### src/rtl/instr_prefetch_buffer.sv
// Instruction prefetch front end: issues word fetches on a req/gnt/rvalid bus,
// buffers the returned words in a FIFO and hands them with their PC to the IF stage.
module instr_prefetch_buffer #(
  parameter int DEPTH           = 4,
  parameter int MAX_OUTSTANDING = 2
) (
  input  logic        CLK,
  input  logic        RST,
  input  logic [31:0] BOOT_ADDR,
  input  logic        REDIRECT,
  input  logic [31:0] REDIRECT_ADDR,
  output logic        OUT_VALID,
  input  logic        OUT_READY,
  output logic [31:0] OUT_INSTR,
  output logic [31:0] OUT_PC,
  output logic        OUT_ERR,
  output logic        instr_req_o,
  input  logic        instr_gnt_i,
  output logic [31:0] instr_addr_o,
  input  logic        instr_rvalid_i,
  input  logic [31:0] instr_rdata_i,
  input  logic        instr_err_i,
  output logic        BUSY
);

  localparam int AW = $clog2(DEPTH);
  localparam int CW = AW + 1;
  localparam logic [CW-1:0] DEPTH_C = CW'(DEPTH);
  localparam logic [CW-1:0] MAX_C   = CW'(MAX_OUTSTANDING);

  typedef enum logic [1:0] {IDLE, REQ, REQ_STALE, HALT} state_t;

  function automatic logic [31:0] align_word(input logic [31:0] a);
    return a & 32'hFFFF_FFFC;
  endfunction

  state_t          state_q;
  logic            req_q;
  logic [31:0]     addr_q;
  logic [31:0]     fetch_addr_q;
  logic [31:0]     out_pc_q;
  logic [CW-1:0]   outstanding_q;
  logic [CW-1:0]   discard_q;
  logic [CW-1:0]   count_q;
  logic [AW-1:0]   rd_ptr_q;
  logic [AW-1:0]   wr_ptr_q;
  logic            err_halt_q;
  logic [31:0]     data_mem [DEPTH];
  logic            err_mem  [DEPTH];

  logic            gnt_acc, rsp, drop, push, pop;
  logic            halt_nxt, credit_nxt;
  logic [CW-1:0]   out_nxt, cnt_nxt, disc_nxt;
  logic [31:0]     fetch_nxt;

  always_comb begin
    gnt_acc  = req_q & instr_gnt_i;
    rsp      = instr_rvalid_i & (outstanding_q != '0);
    drop     = rsp & (discard_q != '0);
    push     = rsp & ~drop & ~REDIRECT;
    pop      = OUT_VALID & OUT_READY & ~REDIRECT;
    out_nxt  = outstanding_q + CW'(gnt_acc) - CW'(rsp);
    cnt_nxt  = REDIRECT ? '0 : (count_q + CW'(push) - CW'(pop));
    // On redirect every request still in flight, including one granted now, is stale.
    disc_nxt = REDIRECT ? out_nxt
                        : (discard_q - CW'(drop) + CW'((state_q == REQ_STALE) && gnt_acc));
    halt_nxt   = ~REDIRECT & (err_halt_q | (push & instr_err_i));
    credit_nxt = (out_nxt < MAX_C) && ((cnt_nxt + out_nxt) < DEPTH_C);
    if (REDIRECT)
      fetch_nxt = align_word(REDIRECT_ADDR);
    else if ((state_q == REQ) && gnt_acc)
      fetch_nxt = fetch_addr_q + 32'd4;
    else
      fetch_nxt = fetch_addr_q;
  end

  always_ff @(posedge CLK) begin
    if (RST) begin
      state_q <= IDLE;
      req_q   <= 1'b0;
    end else begin
      case (state_q)
        IDLE: begin
          if (!REDIRECT && halt_nxt) begin
            state_q <= HALT;
          end else if (!REDIRECT && credit_nxt) begin
            state_q <= REQ;
            req_q   <= 1'b1;
          end
        end
        REQ: begin
          if (gnt_acc) begin
            if (REDIRECT) begin
              state_q <= IDLE;
              req_q   <= 1'b0;
            end else if (halt_nxt) begin
              state_q <= HALT;
              req_q   <= 1'b0;
            end else if (!credit_nxt) begin
              state_q <= IDLE;
              req_q   <= 1'b0;
            end
          end else if (REDIRECT) begin
            state_q <= REQ_STALE;
          end
        end
        REQ_STALE: begin
          if (gnt_acc) begin
            state_q <= IDLE;
            req_q   <= 1'b0;
          end
        end
        HALT: begin
          if (REDIRECT) state_q <= IDLE;
        end
        default: begin
          state_q <= IDLE;
          req_q   <= 1'b0;
        end
      endcase
    end
  end

  always_ff @(posedge CLK) begin
    if (RST) begin
      count_q       <= '0;
      rd_ptr_q      <= '0;
      wr_ptr_q      <= '0;
      outstanding_q <= '0;
      discard_q     <= '0;
      err_halt_q    <= 1'b0;
      fetch_addr_q  <= align_word(BOOT_ADDR);
      out_pc_q      <= align_word(BOOT_ADDR);
      addr_q        <= align_word(BOOT_ADDR);
    end else begin
      outstanding_q <= out_nxt;
      discard_q     <= disc_nxt;
      err_halt_q    <= halt_nxt;
      count_q       <= cnt_nxt;
      fetch_addr_q  <= fetch_nxt;
      // A request waiting for its grant keeps its address, even across a redirect.
      if (!(req_q && !instr_gnt_i)) addr_q <= fetch_nxt;
      if (REDIRECT) begin
        rd_ptr_q <= '0;
        wr_ptr_q <= '0;
        out_pc_q <= align_word(REDIRECT_ADDR);
      end else begin
        if (push) wr_ptr_q <= wr_ptr_q + AW'(1);
        if (pop) begin
          rd_ptr_q <= rd_ptr_q + AW'(1);
          out_pc_q <= out_pc_q + 32'd4;
        end
      end
    end
  end

  always_ff @(posedge CLK) begin
    if (push) begin
      data_mem[wr_ptr_q] <= instr_rdata_i;
      err_mem[wr_ptr_q]  <= instr_err_i;
    end
  end

  assign OUT_VALID    = (count_q != '0);
  assign OUT_INSTR    = OUT_VALID ? data_mem[rd_ptr_q] : '0;
  assign OUT_ERR      = OUT_VALID & err_mem[rd_ptr_q];
  assign OUT_PC       = OUT_VALID ? out_pc_q : '0;
  assign instr_req_o  = req_q;
  assign instr_addr_o = addr_q;
  assign BUSY         = req_q | (outstanding_q != '0);

endmodule

### config.mk
export PLATFORM = sky130hd
export DESIGN_NAME = instr_prefetch_buffer
export DESIGN_NICKNAME = d
export VERILOG_FILES = /design/src/rtl/instr_prefetch_buffer.sv
export SDC_FILE = /design/constraint.sdc
export NUM_CORES = 1
export LEC_CHECK = 0
export CORE_MARGIN = 2
export CORE_UTILIZATION = 36
export DETAILED_ROUTE_END_ITERATION = 8
export HOLD_SLACK_MARGIN = 0.08
export PLACE_DENSITY = 0.68
export SKIP_LAST_GASP = 1
export SYNTH_ARGS = -nofsm -noshare
export SYNTH_HDL_FRONTEND = slang
export SYNTH_SLANG_ARGS = --single-unit
### constraint.sdc
create_clock -name CLK -period 6.8 [get_ports CLK]
set_clock_uncertainty 0.2 [all_clocks]
set_input_delay 1.02 -clock CLK [delete_from_list [all_inputs] [get_ports CLK]]
set_output_delay 1.02 -clock CLK [all_outputs]
set_load 0.01 [all_outputs]
==> flow_metrics.env, run 1 <==
export IMPL_ys_ff_latch=245
export IMPL_die_w_microns=180
export IMPL_cts_tree="yes"
export IMPL_ant_nets=0
export IMPL_insertion_delay_ns=0.53
export IMPL_pin_count=203
export IMPL_fin_ws_ns=1.91
export IMPL_clk_pin_slew_ns=0.06
export IMPL_h_tree_depth=1
export IMPL_power_density_mw_per_mm2=277
export IMPL_ys_top_cells_by_count="edfxtp_1 (192), and2_1 (74), nand2_1 (64), o21ai_0 (61), dfxtp_1 (53)"
export IMPL_p_leak_uw=0.00497
export IMPL_cts_buffers=27
export IMPL_synth_area_sq_mm=0.0111
export IMPL_status="finished, final reports clean"
export IMPL_grt_ovfl_total=0
export IMPL_grt_setup_unrepaired="no"
export IMPL_clockBufferDepth=3
export IMPL_synth_area_leaders="edfxtp_1 (52%), dfxtp_1 (9.5%), mux4_2 (6.7%)"
export IMPL_r2r_start="discard_q[1]"
export IMPL_antenna_found_initial=1
export IMPL_yosysTopAreaCell="edfxtp_1"
export IMPL_post_cts_buffers=0
export IMPL_rows=64
export IMPL_crit_end="state_q[1]"
export IMPL_wire_per_inst_microns=19.2
export IMPL_cp_startpoint="REDIRECT"
export IMPL_synth_top_cell_area_share=0.518
export IMPL_grtUsageTotal=0.174
export IMPL_cts_sinks=245
export IMPL_grt_pass1_vias=7884
export IMPL_finalCritPeriodShare=0.720
export IMPL_start_kind="input port"
export IMPL_fillers=2716
export IMPL_path_class="input port to flop"
export IMPL_setup_viol=0
export IMPL_cts_resized=0
export IMPL_crit_fanout=27
export IMPL_finalWeightedCongestion=0.851
export IMPL_ir_drop_v=0.000178
export IMPL_routed_wl_met2_microns=12900
export IMPL_slew_violations=0
export IMPL_slew_headroom=0.372
export IMPL_hold_class="flop to flop"
export IMPL_netlist_instances=856
export IMPL_drive_gt1_frac=0.0832
export IMPL_min_period_ns=4.89
export IMPL_tightest_slew_ns=0.942
export IMPL_nNetsFinal=1174
export IMPL_synth_cell_types=54
export IMPL_wl_met1_microns=12600
export IMPL_via_per_inst=5.17
export IMPL_grt_pass1_wl_microns=44600
export IMPL_cts_root_buf="clkbuf_16"
export IMPL_fin_setup_tns_ns=0
export IMPL_die_area_sq_mm=0.0323
export IMPL_ys_flop_type="edfxtp_1"
export IMPL_r2r_setup_slack_ns=2.53
export IMPL_yosysMostFrequentCell="edfxtp_1"
export IMPL_synth_edff_count=192
export IMPL_synth_seq_area_share=0.613
export IMPL_vias=7580
export IMPL_hold_viol=0
export IMPL_crit_required_ns=7.04
export IMPL_syn2layout_area_growth_pct=28.7
export IMPL_core_area_sq_mm=0.0305
export IMPL_io_buffers=196
export IMPL_route_detailed_drc=0
export IMPL_fmax_mhz=204
export IMPL_dp_hpwl_microns=18600
export IMPL_reg2regPathDepth=16
export IMPL_pre_cts_ws_ns=1.36
export IMPL_initial_core_util=0.365
export IMPL_first_iter_violations=576
export IMPL_wl_microns=28200
export IMPL_grt_max_degree=66
export IMPL_routed_top_layer="met4"
export IMPL_asyncSetResetFlopFracSynth=0
export IMPL_drv_cap=0
export IMPL_critPathArrivalTime_ns=5.13
export IMPL_final_cell_count_no_fill=1467
export IMPL_die_h_microns=180
export IMPL_critPathCaptureType="flop"
export IMPL_r2r_end="state_q[1]"
export IMPL_met3WireLength_microns=2140
export IMPL_ctsHoldBuffers=0
export IMPL_ys_warn_count=0
export IMPL_syn_avg_cell_area_sq_um=13.0
export IMPL_drt_pass1_iterations=5
export IMPL_placed_cells=1416
power by group:
group,switching [uW],leakage (uW),internal (uW),total [uW]
logic,370,0.00230,365,734
clock network,582,0.000401,808,1390
registers,86.1,0.00227,1760,1850
total,1040,0.00497,2930,3970
per-stage QoR:
step | power [uW] | cell area, sq um | util | hold WS, ns
2_1_floorplan | 2280 | 11100 | - | 0.229
3_3_place_gp | 2600 | 13500 | 0.442 | 0.244
3_5_place_dp | 2610 | 13500 | 0.442 | 0.245
4_1_cts | 4020 | 14300 | 0.470 | 0.259
5_1_grt | 4160 | 14300 | 0.470 | 0.273
6_report | 3970 | 14300 | 0.470 | 0.259
logic make-up (layout without fill, tap and decap cells):
kind of cell | Yosys count | count (layout) | synth area share
and+or+nand+nor | 283 | 283 | 0.136
muxes | 36 | 36 | 0.0695
other | 1 | 3 | 0.000337
adders and majority gates | 22 | 22 | 0.0267
xor gates and xnor gates | 62 | 62 | 0.0514
AOI/OAI and AO/OA | 144 | 144 | 0.0805
DFF | 245 | 245 | 0.613
buffers and inverters | 63 | 276 | 0.0227
how the worst min path moves through the flow:
stage                               start               to  cells past startpoint
after floorplan           fetch_addr_q[0]  fetch_addr_q[0]                      1
after global placement    fetch_addr_q[1]  fetch_addr_q[1]                      1
after detailed placement  fetch_addr_q[1]  fetch_addr_q[1]                      1
after CTS                 fetch_addr_q[1]  fetch_addr_q[1]                      1
after global routing      fetch_addr_q[1]  fetch_addr_q[1]                      1
final                     fetch_addr_q[0]  fetch_addr_q[0]                      1
critical path: stages:
cell and delay [ns]:
clkdlybuf4s50_1 0.43, clkinv_1 0.06, buf_4 0.30, and3_1 0.40, inv_1 0.08, ha_1 0.30
inv_1 0.06, ha_1 0.13, inv_1 0.05, fa_1 0.51, nor2_1 0.05, ha_1 0.32
nand4b_4 0.11, and3_4 0.19, o21a_1 0.20, a221o_1 0.36, or4_1 0.50, o31ai_1 0.07
routing by layer:
layer,GRT usage,up-vias
met1,0.244,3693
met2,0.277,287
met3,0.0344,36
met5,0,-
li1,-,3564
met4,0.0436,0
placed cells by master (no fill, tap or decap), types with 10 or more instances in the layout:
| master | synthesis | final |
|---|---|---|
| dfxtp_1 | 53 | 52 |
| edfxtp_1 | 192 | 192 |
| mux4_2 | 33 | 33 |
| inv_1 | 18 | 18 |
| nand2_1 | 64 | 63 |
| xnor2_1 | 33 | 33 |
| clkbuf_16 | 0 | 27 |
| a21boi_0 | 26 | 26 |
| clkdlybuf4s50_1 | 0 | 195 |
| ha_1 | 19 | 19 |
| nor2_1 | 42 | 42 |
| a21oi_1 | 17 | 17 |
| nand3_1 | 26 | 26 |
| buf_4 | 2 | 11 |
| nor3_1 | 10 | 10 |
| and2_1 | 74 | 70 |
| o21ai_0 | 61 | 61 |
| nand4_1 | 18 | 18 |
| clkbuf_1 | 34 | 10 |
| and3_1 | 17 | 17 |
| xor2_1 | 27 | 27 |
cell type report:
class	instances	area [sq um]	share of cell area
clock inverters	13	114	0.00795
diodes	1	2.50	0.000175
repair buffers	207	2040	0.142
well taps	396	495	0.0346
multi-input cells	549	4070	0.284
flip-flops and latches	245	6830	0.477
clock buffers	37	713	0.0498
inverters	19	71.3	0.00498
registers in the layout (all words and copies together), names as in the netlist, named ones only:
register,cells
data_mem,128
fetch_addr_q,32
instr_addr_o,32
out_pc_q,30
err_mem,4
count_q,3
discard_q,3
outstanding_q,3
rd_ptr_q,2
state_q,2
wr_ptr_q,2
err_halt_q,1
instr_req_o,1
No activity file was read; power rests on OpenSTA's default activity.
==> inputs of run 2 (changes only) <==
==> constraint.sdc (replaced) <==
create_clock -name CLK -period 4.6 [get_ports CLK]
set_clock_uncertainty 0.2 [all_clocks]
set_input_delay 0.69 -clock CLK [delete_from_list [all_inputs] [get_ports CLK]]
set_output_delay 0.69 -clock CLK [all_outputs]
set_load 0.01 [all_outputs]
==> run 2 against run 1 <==
Net effect: final area is 0.85% higher; power is 52% higher; die area did not move; non-clock buffer count rose by 8; worst setup slack lost 1.5 ns; combinational power rose by 53%.
==> flow_metrics.env, run 2 (same netlist as run 1, synthesis figures left out) <==
export IMPL_r2r_setup_slack_ns=0.47
export IMPL_slew_violations=0
export IMPL_die_w_microns=180
export IMPL_postPlaceCellArea_sq_mm=0.0136
export IMPL_regMostFlops="data_mem"
export IMPL_pre_cts_ws_ns=-0.104
export IMPL_ir_drop_v=0.000309
export IMPL_insertion_delay_ns=0.53
export IMPL_worstHoldEndpoint="fetch_addr_q[1]"
export IMPL_finalCritPeriodShare=0.904
export IMPL_power_density_mw_per_mm2=418
export IMPL_ctsHoldBuffers=0
export IMPL_grtUsageTotal=0.173
export IMPL_via_per_inst=5.22
export IMPL_r2r_end="state_q[0]"
export IMPL_nNetsFinal=1182
export IMPL_drt_pass1_iterations=6
export IMPL_hold_class="flop to flop"
export IMPL_wl_microns=28400
export IMPL_hold_viol=0
export IMPL_slew_headroom=0.358
export IMPL_clk_pin_slew_ns=0.06
export IMPL_drive_gt1_frac=0.0965
export IMPL_whs_path_depth=1
export IMPL_grt_pass1_wl_microns=44400
export IMPL_route_detailed_drc=0
export IMPL_fmax_mhz=241
export IMPL_antenna_cells=0
export IMPL_grt_max_degree=66
export IMPL_r2r_start="count_q[1]"
export IMPL_first_iter_violations=560
export IMPL_cts_tree="yes"
export IMPL_fillers=2702
export IMPL_start_kind="input port"
export IMPL_drv_cap=0
export IMPL_p_leak_uw=0.00505
export IMPL_min_from="fetch_addr_q[1]"
export IMPL_cts_root_buf="clkbuf_16"
export IMPL_crit_fanout=3
export IMPL_initial_core_util=0.365
export IMPL_critPathArrivalTime_ns=4.40
export IMPL_hold_ws_ns=0.260
export IMPL_cts_buffers=27
export IMPL_dp_hpwl_microns=19000
export IMPL_h_tree_depth=1
export IMPL_grt_setup_unrepaired="no"
export IMPL_vias=7690
export IMPL_tightest_slew_ns=0.963
export IMPL_power_uw=6040
export IMPL_routed_top_layer="met4"
export IMPL_core_area_sq_mm=0.0305
export IMPL_min_period_ns=4.16
export IMPL_status="finished, final reports clean"
export IMPL_grt_pass1_vias=7800
export IMPL_die_area_sq_mm=0.0323
export IMPL_path_class="input port to flop"
export IMPL_seq_area_sq_mm=0.00683
export IMPL_layout_commonest_cell="clkdlybuf4s50_1"
export IMPL_placed_cells=1424
export IMPL_io_buffers=196
export IMPL_ant_nets=0
export IMPL_clockBufferDepth=3
export IMPL_wl_met1_microns=12900
export IMPL_cts_resized=0
export IMPL_layout_common_cells="clkdlybuf4s50_1 (195), edfxtp_1 (192), and2_1 (70)"
export IMPL_fin_ws_ns=0.442
export IMPL_cts_sinks=245
export IMPL_met3WireLength_microns=2110
export IMPL_die_h_microns=180
export IMPL_largest_reg_flops=128
export IMPL_crit_required_ns=4.84
export IMPL_reg2regPathDepth=16
export IMPL_final_cell_count_no_fill=1474
export IMPL_critPathCaptureType="flop"
export IMPL_rows=64
export IMPL_routed_wl_met2_microns=12900
export IMPL_setup_viol=0
export IMPL_antenna_found_initial=0
export IMPL_post_cts_buffers=0
export IMPL_multi_input_area_sq_mm=0.00406
export IMPL_fin_area_sq_mm=0.0145
export IMPL_finalWeightedCongestion=0.835
export IMPL_syn2layout_area_growth_pct=29.8
export IMPL_wire_per_inst_microns=19.3
export IMPL_pin_count=203
export IMPL_grt_ovfl_total=0
[run 2: changes by cell type in the layout (fill, tap and decap cells not counted), moves of 2 or more]
cell	previous run	this run
clkinv_2	2	6
buf_4	11	19
clkbuf_1	10	3
bufinv_16	2	4
[run 2: critical path, cell delays in order]
cell and delay [ns]:
clkdlybuf4s50_1 0.48, o31a_1 0.16, and3_1 0.18, inv_1 0.05, ha_1 0.27, inv_1 0.06, ha_1 0.13, inv_1 0.05
fa_1 0.50, nor2_1 0.05, ha_1 0.33, nand4b_4 0.12, and3_4 0.19, o21a_1 0.17, a221o_1 0.35, or4_1 0.53
o31ai_1 0.09
[run 2: where the power goes]
group	internal, uW	total [uW]	switching (uW)
clock network	1300	2190	885
logic	561	1120	562
registers	2600	2730	125
[run 2: layout make-up]
class	instances	area share
inverters	19	0.00494
multi-input cells	549	0.281
flip-flops and latches	245	0.473
repair buffers	215	0.145
clock buffers	30	0.0475
clock inverters	20	0.0143
well taps	396	0.0343
[run 2: how the worst max path moves through the flow]
stage / start / end / slack [ns] / cells after the start
after floorplan: REDIRECT / state_q[0] / 0.13 / 17
after global placement: instr_rvalid_i / state_q[1] / -0.005 / 17
after detailed placement: instr_rvalid_i / state_q[0] / -0.10 / 17
after CTS: instr_rvalid_i / state_q[0] / 0.46 / 17
after global routing: count_q[1] / state_q[0] / 0.23 / 16
final: instr_rvalid_i / state_q[0] / 0.44 / 17
[run 2: metal layers]
metal,global-route usage,vias up
li1,-,3571
met1,0.249,3781
met2,0.273,306
met3,0.0294,32
met4,0.0410,0
met5,0,-
[run 2: stage by stage]
stage                      util  setup TNS [ns]
after global routing      0.474               0
final                     0.474               0
after global placement    0.444         -0.0101
after CTS                 0.474               0
after floorplan               -               0
after detailed placement  0.444          -0.184
